--- src/rtl/input_conditioner.sv ---
// input_conditioner: synchronizes a raw asynchronous level, debounces it with a
// four-state confirm FSM, and reports a clean level, edge pulses, a stable flag
// and a saturating count of rejected transitions.
module input_conditioner #(
  parameter int SYNC_STAGES     = 2,
  parameter int DEBOUNCE_CYCLES = 4
) (
  input  logic       clk,
  input  logic       reset_n,
  input  logic       d_async,
  input  logic       clear_glitch,
  output logic       q_clean,
  output logic       rise_pulse,
  output logic       fall_pulse,
  output logic       stable,
  output logic [7:0] glitch_count
);

  localparam int CNT_W = $clog2(DEBOUNCE_CYCLES + 1);
  localparam logic [CNT_W-1:0] CNT_ONE  = CNT_W'(1);
  localparam logic [CNT_W-1:0] CNT_LAST = CNT_W'(DEBOUNCE_CYCLES - 1);

  typedef enum logic [1:0] {
    STABLE_LO  = 2'd0,
    CONFIRM_HI = 2'd1,
    STABLE_HI  = 2'd2,
    CONFIRM_LO = 2'd3
  } state_e;

  logic [SYNC_STAGES-1:0] sync_q, sync_d;
  logic                   d_sync;

  state_e           state_q, state_d;
  logic [CNT_W-1:0] cnt_q, cnt_d;
  logic             q_clean_q, q_clean_d;
  logic             rise_q, rise_d;
  logic             fall_q, fall_d;
  logic             stable_q, stable_d;
  logic [7:0]       glitch_q, glitch_d;
  logic             glitch_inc;

  // Synchronizer shift: d_async enters stage 0 only; the last stage is d_sync.
  always_comb begin
    sync_d = {sync_q[SYNC_STAGES-2:0], d_async};
  end

  assign d_sync = sync_q[SYNC_STAGES-1];

  // Debounce FSM: a new level must be seen DEBOUNCE_CYCLES times in a row.
  always_comb begin
    state_d    = state_q;
    cnt_d      = cnt_q;
    q_clean_d  = q_clean_q;
    rise_d     = 1'b0;
    fall_d     = 1'b0;
    glitch_inc = 1'b0;
    case (state_q)
      STABLE_LO: begin
        cnt_d = '0;
        if (d_sync) begin
          state_d = CONFIRM_HI;
          cnt_d   = CNT_ONE;
        end
      end
      CONFIRM_HI: begin
        if (d_sync) begin
          if (cnt_q == CNT_LAST) begin
            state_d   = STABLE_HI;
            cnt_d     = '0;
            q_clean_d = 1'b1;
            rise_d    = 1'b1;
          end else begin
            cnt_d = cnt_q + CNT_ONE;
          end
        end else begin
          state_d    = STABLE_LO;
          cnt_d      = '0;
          glitch_inc = 1'b1;
        end
      end
      STABLE_HI: begin
        cnt_d = '0;
        if (!d_sync) begin
          state_d = CONFIRM_LO;
          cnt_d   = CNT_ONE;
        end
      end
      CONFIRM_LO: begin
        if (!d_sync) begin
          if (cnt_q == CNT_LAST) begin
            state_d   = STABLE_LO;
            cnt_d     = '0;
            q_clean_d = 1'b0;
            fall_d    = 1'b1;
          end else begin
            cnt_d = cnt_q + CNT_ONE;
          end
        end else begin
          state_d    = STABLE_HI;
          cnt_d      = '0;
          glitch_inc = 1'b1;
        end
      end
      default: begin
        state_d = STABLE_LO;
        cnt_d   = '0;
      end
    endcase
  end

  // Stable flag is registered from the next state so it lines up with state_q.
  always_comb begin
    stable_d = (state_d == STABLE_LO) || (state_d == STABLE_HI);
  end

  // Glitch counter: clear has priority over a same-cycle rejection; saturates.
  always_comb begin
    glitch_d = glitch_q;
    if (clear_glitch) begin
      glitch_d = 8'd0;
    end else if (glitch_inc && (glitch_q != 8'hFF)) begin
      glitch_d = glitch_q + 8'd1;
    end
  end

  // All state, async active-low reset.
  always_ff @(posedge clk or negedge reset_n) begin
    if (!reset_n) begin
      sync_q    <= '0;
      state_q   <= STABLE_LO;
      cnt_q     <= '0;
      q_clean_q <= 1'b0;
      rise_q    <= 1'b0;
      fall_q    <= 1'b0;
      stable_q  <= 1'b1;
      glitch_q  <= 8'd0;
    end else begin
      sync_q    <= sync_d;
      state_q   <= state_d;
      cnt_q     <= cnt_d;
      q_clean_q <= q_clean_d;
      rise_q    <= rise_d;
      fall_q    <= fall_d;
      stable_q  <= stable_d;
      glitch_q  <= glitch_d;
    end
  end

  assign q_clean      = q_clean_q;
  assign rise_pulse   = rise_q;
  assign fall_pulse   = fall_q;
  assign stable       = stable_q;
  assign glitch_count = glitch_q;

endmodule

--- config.mk ---
export PLATFORM = sky130hd
export DESIGN_NAME = input_conditioner
export DESIGN_NICKNAME = d
export VERILOG_FILES = /design/src/rtl/input_conditioner.sv
export SDC_FILE = /design/constraint.sdc
export NUM_CORES = 1
export LEC_CHECK = 0
export ABC_AREA = 1
export CORE_UTILIZATION = 50
export DETAILED_ROUTE_END_ITERATION = 8
export PLACE_DENSITY = 0.77
export SLEW_MARGIN = 25
export SYNTH_ARGS = -nofsm -noshare
export SYNTH_HDL_FRONTEND = slang
export SYNTH_SLANG_ARGS = --single-unit
--- constraint.sdc ---
create_clock -name clk -period 1.4 [get_ports clk]
set_input_delay 0.28 -clock clk [delete_from_list [all_inputs] [get_ports clk]]
set_output_delay 0.28 -clock clk [all_outputs]
set_load 0.05 [all_outputs]
After elaboration in Yosys (flattened, before gate mapping):

Index checks and enable logic that the tools add are counted.

* register bits: 19
* input port bits: 4
* output and inout bits: 12

* add/subtract/negate cells: 2
* equal/unequal tests: 10
* mux-type cells: 28
* reduce and logical (&&, ||, !) cells: 7

Operator list (number)
* two-way mux 8 bit: 2
* two-way mux 1 bit: 13
* two-way mux 2 bit: 6
* case mux 3 bit (4 select lines): 1
* two-way mux 3 bit: 3
* adder 8 x 1 -> 8 bit (second input constant): 1
* != test 2 bit (second input constant): 4
* != test 8 bit (second input constant): 1
* case mux 2 bit (4 select lines): 1
* equality test 2 bit (second input constant): 3
* AND reduction 5 bit: 1
* zero test 2 bit: 2
* case mux 1 bit (2 select lines): 2
* nonzero test 2 bit: 2
* adder 3 x 1 -> 3 bit (second input constant): 1
* equality test 3 x 2 -> 1 bit (second input constant): 1
* equality test 2 x 1 -> 1 bit (second input constant): 1
* logical AND 1 bit: 1
* logical OR 1 bit: 1

Logic depth before layout (Yosys ltp):

* word-level depth: 6
* gate-level depth with buffers: 9

Worst setup path before layout:

OpenSTA, ideal clock, no wires.

* path type: register -> register
* from: register glitch_q[1] (netlist: glitch_count[1])
* to: register glitch_q[5] (netlist: glitch_count[5])
* data arrival time: 1.467 ns
* data required time: 1.334 ns
* path slack: -0.133 ns
* stages on the path, launching flop included: 10
* clock period less this slack: 1.533 ns
* cell sequence: dfrtp_1 > ha_1 > inv_1 > nor2_1 > nand2_1 > nand2_2 > nand2_4 > inv_4 > nand2_1 > nand2_1

* cells in the longest elaborated chain, start to end: 3
* elaborated cells on any way between the ends: 6
* those cells by class: add/sub: 1; eq/ne: 1; mux: 2; reduce/logical: 2

Ends and longest elaborated chain
* from (decl): RTL line 39 `logic [7:0] glitch_q, glitch_d;`
* from (signal assigned): RTL line 145 `glitch_q <= glitch_d;`
* adder 8 x 1 -> 8 bit or != test 8 bit (tied branches): RTL line 122, 121
* two-way mux 8 bit or logical AND 1 bit (tied branches): RTL line 121 `end else if (glitch_inc && (glitch_q != 8'hFF)) begin`
* two-way mux 8 bit or nonzero test 2 bit (tied branches)

Parallel ways exist; a longest one is shown, timed or not. The select of a mux whose other input is x is not followed.
A chain may end at the register's enable or synchronous reset.

Worst setup path in the final report:

* from: register glitch_q[1] (netlist: glitch_count[1])
* to: output port glitch_count[1]

RTL lines
* to (decl): RTL line 16 `output logic [7:0] glitch_count`

No word-level cell between the ends.

==> flow_summary.ini <==
[outcome]
status = finished clean

[floorplanning]
dieHeight_um = 44.3
die_w_um = 44.3
initial_core_util = 0.561
ioPinCount = 16
core_um2 = 1590
num_rows = 14
dieArea_um2 = 1960

[setup_path]
critPathKind = register to primary output
cp_max_fo = 4
worst_r2r_endpoint = glitch_count[7]$_DFFE_PN0P_
crit_chain = buf_4, buf_12
r2r_start = glitch_count[0]$_DFFE_PN0P_
start_kind = register
r2r_slack_ns = 0.09
critPathArrivalTime_ns = 1.04
reg2reg_depth = 9
crit_slowest_cell = dfrtp_2
max_stage_delay_ns = 0.44
end_kind = primary output
required_ns = 1.12

[cts]
root_buffer = clkbuf_4
cts.htree.levels = 1
cts_inserted_buffers = 3
clock-sinks = 19
cts_hold_buf = 0
clk_path_buf_depth = 2
clk_pin_slew_ns = 0.11
cts_tree = built
clk_latency_ns = 0.31

[global_route]
grt_pass1_wl_mm = 3.15
grt_max_degree = 20
grtUsageTotal = 0.229
grt_pass1_vias = 715
gr-total-overflow = 0
grt_antenna_before_repair = 0

[timing]
setup_viol_count_final = 0
fmax_mhz = 757
setup_slack_ns = 0.0788
rsz0062_at_grt = no
worstMarginPinSlew_ns = 0.288
relSlewSlack = 0.808
fin_worst_skew_ns = 0.000672
final.period_utilization = 0.944
slew_violations = 0
min_period_ns = 1.32
setup-tns-final_ns = 0
finalHoldViolCount = 0

[flow_run]
maxCapViolCount = 0

[hold_path]
hp-class = input pin to asynchronous set/reset pin

[routing]
routed_wl_mm = 1.94
remaining_drc_errors = 0
wire_per_inst_um = 12.6
drt_pass1_iterations = 4
first_iter_violations = 20
routed_via_density = 5.06
ant_nets = 0
dr_total_vias = 780

[finish]
area_growth_pct = 40.4
finalNonFillerCells = 154
layout-drive-gt1-share = 0.254
fin_nets = 137
antenna_cells = 0
final_area_um2 = 1260

[place]
placed_area_um2 = 1200
place_hpwl_mm = 1.43
dp_slack_ns = 0.0785
place_inst = 148
place.port_buffers = 15
gp_congestion = 0.876

[power]
powerDensity_nw_per_um2 = 1450
irDropWorstVdd_mv = 1.33
power_leakage_nw = 0.600

[synthesis]
avgSynthCellArea_um2 = 8.28
synth.ff_latch_count = 19
yosysWarnings = 0
synthesis.area_um2 = 895
synth_top_area_share = 0.503
ys_seq_area_frac = 0.533
syn-num-nets = 114
synth_cell_types = 20
synth_largest_area_cell = dfrtp_1
syn_inst = 108
synthTopCellsByArea = dfrtp_1, nand2_1, nor2_1, nand3_1, inv_1
[cell usage after synthesis]
library cell,count
o21bai_1,1
a21oi_1,1
inv_1,10
nand3_1,8
ha_1,2
nor2_1,14
nand2_2,2
nor3_1,1
nand3_2,1
o21ai_0,1
dfstp_2,1
xnor2_1,1
o21ai_1,2
dfrtp_1,18
xor2_1,3
nand4_1,2
inv_4,1
nand2_1,35
nand2_4,1
inv_2,3
[worst max-delay path, delay by kind of cell (launching register included)]
kind                   cells  cell delay, ns
flip-flops                 1            0.44
buffers and inverters      2            0.29
[worst max-delay path by stage]
stage,slack (ns),depth (start not counted),end,startpoint
finish,0.08,2,glitch_count[1],glitch_count[1]$_DFFE_PN0P_
floorplan,0.04,9,glitch_count[5]$_DFFE_PN0P_,glitch_count[1]$_DFFE_PN0P_
CTS,0.05,9,glitch_count[7]$_DFFE_PN0P_,glitch_count[1]$_DFFE_PN0P_
global placement,0.14,6,glitch_count[5]$_DFFE_PN0P_,clear_glitch
global route,0.008,9,glitch_count[7]$_DFFE_PN0P_,glitch_count[0]$_DFFE_PN0P_
detailed placement,0.08,9,glitch_count[4]$_DFFE_PN0P_,glitch_count[1]$_DFFE_PN0P_
[kinds of logic (layout without fill, tap and decap cells)]
kind of cell / count (synthesis) / after routing / share of synthesized area
XOR/XNOR: 4 / 4 / 0.0392
flip-flops: 19 / 19 / 0.533
AND/OR/NAND/NOR: 64 / 64 / 0.308
AO/OA/AOI/OAI: 5 / 5 / 0.0308
buffers and inverters: 14 / 36 / 0.0615
adder cells (fa/ha/maj): 2 / 2 / 0.0280
[metrics by stage]
step	hold slack [ns]	power, mW	util
3_5_place_dp	0.336	1.51	0.756
6_report	0.282	1.83	0.788
5_1_grt	0.325	1.92	0.788
2_1_floorplan	-0.0156	1.18	-
3_3_place_gp	0.333	1.47	0.756
4_1_cts	0.293	1.80	0.775
[sequential cells by signal (all words and copies together), names as in the netlist]
register      flops
rise_pulse        1
sync_q            2
state_q           2
q_clean           1
fall_pulse        1
cnt_q             3
glitch_count      8
stable            1
[routing by layer]
| metal | vias to the layer above | track usage | part of all wire |
|---|---|---|---|
| li1 | 380 | - | - |
| met1 | 366 | 0.296 | 0.41 |
| met2 | 29 | 0.376 | 0.51 |
| met3 | 5 | 0.0490 | 0.062 |
| met4 | 0 | 0.0909 | 0.016 |
| met5 | - | 0 | 0 |
[area by class of cell]
cell class | instances | area (µm²)
sequential | 19 | 480
multi-input combinational | 75 | 368
fill | 109 | 338
timing repair buffer | 18 | 293
inverter | 14 | 55.1
tap | 24 | 30.0
clock buffer | 3 | 22.5
clock inverter | 1 | 7.51
[cells in the final DEF, fill, tap and decap left out, types with 8 or more instances in the layout]
| master | instances |
|---|---|
| nor2_1 | 13 |
| dfrtp_1 | 15 |
| buf_12 | 12 |
| inv_1 | 10 |
| nand2_1 | 35 |
| nand3_1 | 8 |
[power by group]
part	leakage, nW	switching, mW	internal [mW]	total [mW]
clock network	0.0139	0.186	0.109	0.295
logic	0.341	0.436	0.320	0.755
registers	0.245	0.110	0.667	0.777
[timing repair]
item / in CTS / in global routing
gates resized for setup: 0 / 3
endpoints found under the setup margin: 0 / 7
buffers inserted: 0 / 2
(Power assumes the default switching activity.)
